$ cat config.mk
export PLATFORM = sky130hd
export DESIGN_NAME = mem_sync
export DESIGN_NICKNAME = d
export VERILOG_FILES = /design/src/rtl/mem_sync.sv
export SDC_FILE = /design/constraint.sdc
export NUM_CORES = 2
export LEC_CHECK = 0
export CORE_ASPECT_RATIO = 0.5
export CORE_MARGIN = 5
export CORE_UTILIZATION = 40
export DETAILED_ROUTE_END_ITERATION = 7
export GPL_TIMING_DRIVEN = 0
export PLACE_DENSITY = 0.53
export SLEW_MARGIN = 5
export SYNTH_ARGS = -nofsm -noshare
export SYNTH_HDL_FRONTEND = slang
export SYNTH_SLANG_ARGS = --single-unit
export TNS_END_PERCENT = 20
$ cat constraint.sdc
create_clock -name clk -period 8.1 [get_ports clk]
set_clock_uncertainty 0.1 [all_clocks]
set_input_delay 1.215 -clock clk [delete_from_list [all_inputs] [get_ports clk]]
set_output_delay 1.215 -clock clk [all_outputs]
set_load 0.005 [all_outputs]
$ cat src/rtl/mem_sync.sv
// mem_sync: row-cache tag controller for the memory emulator.
//
// Keeps a fully associative tag table of 2**CHWIDTH slots. Each slot maps an
// open DRAM row (RowId) onto a cache slot index (cRowId). The controller
// decodes ACT/RD/WR/PR host commands and allocates a slot on a miss. When the
// victim slot holds dirty data, it first sequences a write-back. Every
// write-back and allocation transfer completes on a one-cycle `sync` pulse
// from the data mover. `stall` is high while the controller is busy.
//
// Ports:
//   clk     in   1          system clock, rising edge
//   rst     in   1          synchronous active-high reset
//   ACT     in   1          activate; row address on RowId
//   RD      in   1          read burst to the open row (level)
//   WR      in   1          write burst to the open row (level)
//   PR      in   1          precharge, closes the open row
//   RowId   in   ADDRWIDTH  row address, sampled with ACT
//   sync    in   1          current WriteBack/Allocate transfer is complete
//   cRowId  out  CHWIDTH    slot of the open (or allocating) row
//   stall   out  1          controller busy, host must hold off commands
module mem_sync #(
  parameter int CHWIDTH   = 6,
  parameter int ADDRWIDTH = 17
) (
  input  logic                 clk,
  input  logic                 rst,
  input  logic                 ACT,
  input  logic                 RD,
  input  logic                 WR,
  input  logic                 PR,
  input  logic [ADDRWIDTH-1:0] RowId,
  input  logic                 sync,
  output logic [CHWIDTH-1:0]   cRowId,
  output logic                 stall
);

  localparam int NSLOTS = 1 << CHWIDTH;

  typedef enum logic [2:0] {
    Idle       = 3'd0,
    Activate   = 3'd1,
    CompareTag = 3'd2,
    Allocate   = 3'd3,
    WriteBack  = 3'd4,
    hitRD      = 3'd5,
    hitWR      = 3'd6
  } stateType;

  stateType state;
  stateType nextState;

  logic [ADDRWIDTH-1:0] tag [NSLOTS];
  logic [NSLOTS-1:0]    valid;
  logic [NSLOTS-1:0]    dirty;
  logic [CHWIDTH-1:0]   ptr;
  logic [ADDRWIDTH-1:0] rowReg;

  logic [NSLOTS-1:0]    matchVec;
  logic                 hit;
  logic [CHWIDTH-1:0]   hitIdx;
  logic                 victimDirty;
  logic                 stallNext;

  // Parallel tag lookup. Duplicate tags cannot exist, so at most one bit of
  // matchVec is set. The downward scan still picks the lowest index, which
  // keeps the encoder well defined.
  always_comb begin
    matchVec = '0;
    hitIdx   = '0;
    for (int i = NSLOTS - 1; i >= 0; i--) begin
      if (valid[i] && (tag[i] == rowReg)) begin
        matchVec[i] = 1'b1;
        hitIdx      = CHWIDTH'(i);
      end
    end
  end

  assign hit         = |matchVec;
  assign victimDirty = valid[ptr] & dirty[ptr];

  // State register.
  always_ff @(posedge clk) begin
    if (rst) begin
      state <= Idle;
    end else begin
      state <= nextState;
    end
  end

  // Next-state logic. Inputs that a state does not list are ignored. This
  // includes sync outside WriteBack/Allocate, which is dropped rather than
  // remembered.
  always_comb begin
    nextState = state;
    case (state)
      Idle: begin
        if (ACT) nextState = Activate;
      end
      Activate: begin
        if (hit)              nextState = CompareTag;
        else if (victimDirty) nextState = WriteBack;
        else                  nextState = Allocate;
      end
      WriteBack: begin
        if (sync) nextState = Allocate;
      end
      Allocate: begin
        if (sync) nextState = CompareTag;
      end
      CompareTag: begin
        if (WR)      nextState = hitWR;
        else if (RD) nextState = hitRD;
        else if (PR) nextState = Idle;
      end
      hitWR: begin
        if (!WR) nextState = CompareTag;
      end
      hitRD: begin
        if (!RD) nextState = CompareTag;
      end
      default: nextState = Idle;
    endcase
  end

  // Output decode. stall is registered from the next state, so the
  // registered value tracks the busy states exactly and never glitches.
  always_comb begin
    stallNext = 1'b0;
    case (nextState)
      Activate, WriteBack, Allocate: stallNext = 1'b1;
      default:                       stallNext = 1'b0;
    endcase
  end

  always_ff @(posedge clk) begin
    if (rst) begin
      stall <= 1'b0;
    end else begin
      stall <= stallNext;
    end
  end

  // Slot bookkeeping: row latch, cache slot output, valid/dirty flags and
  // the round-robin victim pointer. Reset has priority, so a transfer that
  // is aborted mid-way never marks a slot valid and never moves ptr.
  always_ff @(posedge clk) begin
    if (rst) begin
      rowReg <= '0;
      cRowId <= '0;
      valid  <= '0;
      dirty  <= '0;
      ptr    <= '0;
    end else begin
      case (state)
        Idle: begin
          if (ACT) rowReg <= RowId;
        end
        Activate: begin
          cRowId <= hit ? hitIdx : ptr;
        end
        WriteBack: begin
          if (sync) dirty[ptr] <= 1'b0;
        end
        Allocate: begin
          if (sync) begin
            valid[ptr] <= 1'b1;
            dirty[ptr] <= 1'b0;
            ptr        <= ptr + CHWIDTH'(1);
          end
        end
        hitWR: begin
          dirty[cRowId] <= 1'b1;
        end
        default: begin
        end
      endcase
    end
  end

  // Tag storage has no reset because its contents are qualified by valid.
  // The write is still gated by rst so that an aborted allocation leaves
  // the old tag in place.
  always_ff @(posedge clk) begin
    if (!rst && (state == Allocate) && sync) begin
      tag[ptr] <= rowReg;
    end
  end

endmodule

==> impl_metrics.yaml <==
timing:
  tns_ps: 0
  rsz0062_at_grt: "false"
  clock.fmax_mhz: 178
  fin_crit_ps: 5630
  relSlewSlack_pct: -6.37
  whs_ps: 377
  fin_crit_sh_pct: 69.5
  worstMarginPinSlew_ps: 1580
  hold_viol: 0
  slew_violations: 2
  layout_setup_ws_ps: 2470
  finalSetupViolCount: 0
logic_synthesis:
  yosysMostFrequentCell: "edfxtp_1"
  synth.distinct_cells: 70
  seq_area_frac_synth_pct: 64.7
  syn_inst: 4055
  synth_area_um2: 55500
  avgSynthCellArea_um2: 13.7
  synth_edf_count: 1088
  synth_top_area_share_pct: 58.9
  synth_area_leaders: "edfxtp_1, xnor2_1, dfxtp_1"
  yosysWarnings: 0
  synth_largest_area_cell: "edfxtp_1"
  yosys_most_used_dff: "edfxtp_1"
  ys_top_cells_by_count: "edfxtp_1, xnor2_1, nand4_1, xor2_1, nand2_1"
  synth_seq_cells: 1249
  async_flop_share_pct: 0
  syn-num-nets: 4080
critical_path:
  r2r_cells: 15
  r2r-end: "cRowId[3]"
  crit_arrival_ps: 6160
  path_class: "reg2reg"
  critPathMaxFanout: 41
  timing.rr.start: "rowReg[3]"
  r2r_slack_ps: 2470
  crit_path_end_kind: "flop"
  worstPathRequired_ps: 8640
  worstSetupStartpointType: "flop"
floorplanning:
  die_area_um2: 147000
  start_util_pct: 40.4
  coreArea_um2: 137000
  die_h_um: 273
  io_pins: 31
  die_w_um: 537
  std_cell_rows: 96
worst_hold_path:
  hold_end: "dirty[6]"
  hold_class: "reg2reg"
  worstHoldStart: "dirty[6]"
  hold_path_depth: 2
cts:
  clock_latency_ps: 730
  root_buffer: "clkbuf_16"
  cts_tree: "built"
  clkSinkCount: 1249
  post-cts-setup-buffers: 0
  cts_hold_buf: 0
  clk_pin_slew_worst_paths_ps: 70
  post_cts_resized: 0
  clockBufferDepth: 3
  cts_buffers: 117
  cts_max_level: 3
global_routing:
  grt_use_total_pct: 26.9
  grt_overflow: 0
  grt_antenna_before_repair: 6
  grt_first_pass_wirelength_um: 276000
  grt_max_degree: 47
  grt_pass1_vias: 35100
run_status:
  failed_checks: "capacitance limit, slew limit"
  status: "complete, but fails checks"
power:
  p_leak_uw: 0.0193
  vdd_drop_max_mv: 0.187
  pwr-share-clk_pct: 34.4
  p_int_uw: 11700
  combPwrFrac_pct: 20.6
  power_density_nw_per_um2: 268
  seq_power_share_pct: 45.1
  power_switching_uw: 5170
  sw_frac_of_total_pct: 30.7
drt:
  ant_nets: 0
  routed_wl_um: 201000
  drt_iter0_markers: 4557
  drt-pass1-iter-count: 6
  vias: 36500
  routed_via_density: 5.88
  drc: 0
  routedWlPerCell_um: 32.4
flow_run:
  max-cap-violations: 1
finish:
  areaGrowthSynthToFinish_pct: 13.7
  drive_gt1_share_pct: 11.0
  nNetsFinal: 4263
place:
  post-place-ws_ps: 2250
  hpwl_um: 126000
  portBuffers: 29
  gp_congestion: 0.923
cells by family after synthesis:
logic type	after synthesis	synth area share, %
buffers and inverters	263	3.05
xor gates and xnor gates	1092	17.4
DFF	1249	64.7
adders and majority gates	1	0.0226
and+or+nand+nor	1073	10.6
AOI/OAI and AO/OA	377	4.22
state kept, by name (all words and copies together), names as in the netlist:
| signal | cells |
|---|---|
| tag | 1088 |
| dirty | 64 |
| valid | 64 |
| rowReg | 17 |
| cRowId | 6 |
| ptr | 6 |
| state | 3 |
| stall | 1 |
stage by stage:
| stage | cells | utilization (%) | area (µm²) | power [µW] |
|---|---|---|---|---|
| floorplan | 4055 | - | 55500 | 9530 |
| global placement | 5946 | 42.3 | 58100 | 11100 |
| detailed placement | 5980 | 42.9 | 58900 | 11200 |
| CTS | 6202 | 45.8 | 62900 | 16900 |
| global route | 6203 | 45.9 | 63100 | 17300 |
| finish | 6204 | 45.9 | 63100 | 16900 |
how the worst max path moves through the flow:
stage | startpoint | to | depth (start not counted)
after CTS | ptr[1] | tag[38][1] | 7
final | rowReg[3] | cRowId[3] | 15
after global routing | rowReg[6] | cRowId[0] | 17
after detailed placement | ptr[1] | tag[38][4] | 7
after floorplan | rowReg[11] | cRowId[3] | 14
after global placement | rowReg[9] | cRowId[0] | 15
critical path: stages, from the launching register on:
cell and delay, ps:
dfxtp_4 680, buf_16 350, buf_6 280, buf_6 320, buf_6 320, xor2_1 220
nor4_1 70, nand3_1 90, nor4_1 70, nor4_1 1290, o2111a_1 460, or3_1 400
a2111oi_2 130, o31ai_1 250, a22oi_1 110, a211oi_1 280
cell usage in the layout (no fill, tap or decap), types with 86 or more instances in the layout:
cell type / netlist / final
a21oi_1: 104 / 104
clkbuf_16: 0 / 119
dfxtp_1: 161 / 144
edfxtp_1: 1088 / 1088
nand2_1: 185 / 185
nand4_1: 370 / 370
nor3_1: 103 / 101
nor4_1: 88 / 86
xnor2_1: 804 / 804
xor2_1: 279 / 279
routing by layer:
| metal | GRT usage, % | part of all wire (%) | vias to the layer above |
|---|---|---|---|
| met5 | 0 | 0 | - |
| met4 | 8.35 | 3.4 | 0 |
| met3 | 6.35 | 9.7 | 357 |
| met2 | 41.3 | 44 | 1828 |
| met1 | 38.0 | 43 | 18900 |
| li1 | - | - | 15400 |
power by group through the flow:
stage               combinational (µW)  sequential (µW)  clock (µW)
global placement                  2850             8250           0
finish                            3470             7600        5800
CTS                               3430             7600        5850
detailed placement                3420             7740           0
global route                      3610             7600        6120
floorplan                         1910             7630           0
area by class of cell:
class                   instances  area, µm²
diodes                          1       2.50
plain buffers                 187       1420
clock buffers                 154       3190
clock inverters                68        767
fillers                     12200      74400
inverters                      76        285
multi-input cells            2543      18100
flip-flops and latches       1249      36000
well taps                    1862       2330
repair buffers                 64       1020
Note: power is estimated with default switching activity, not from simulation.
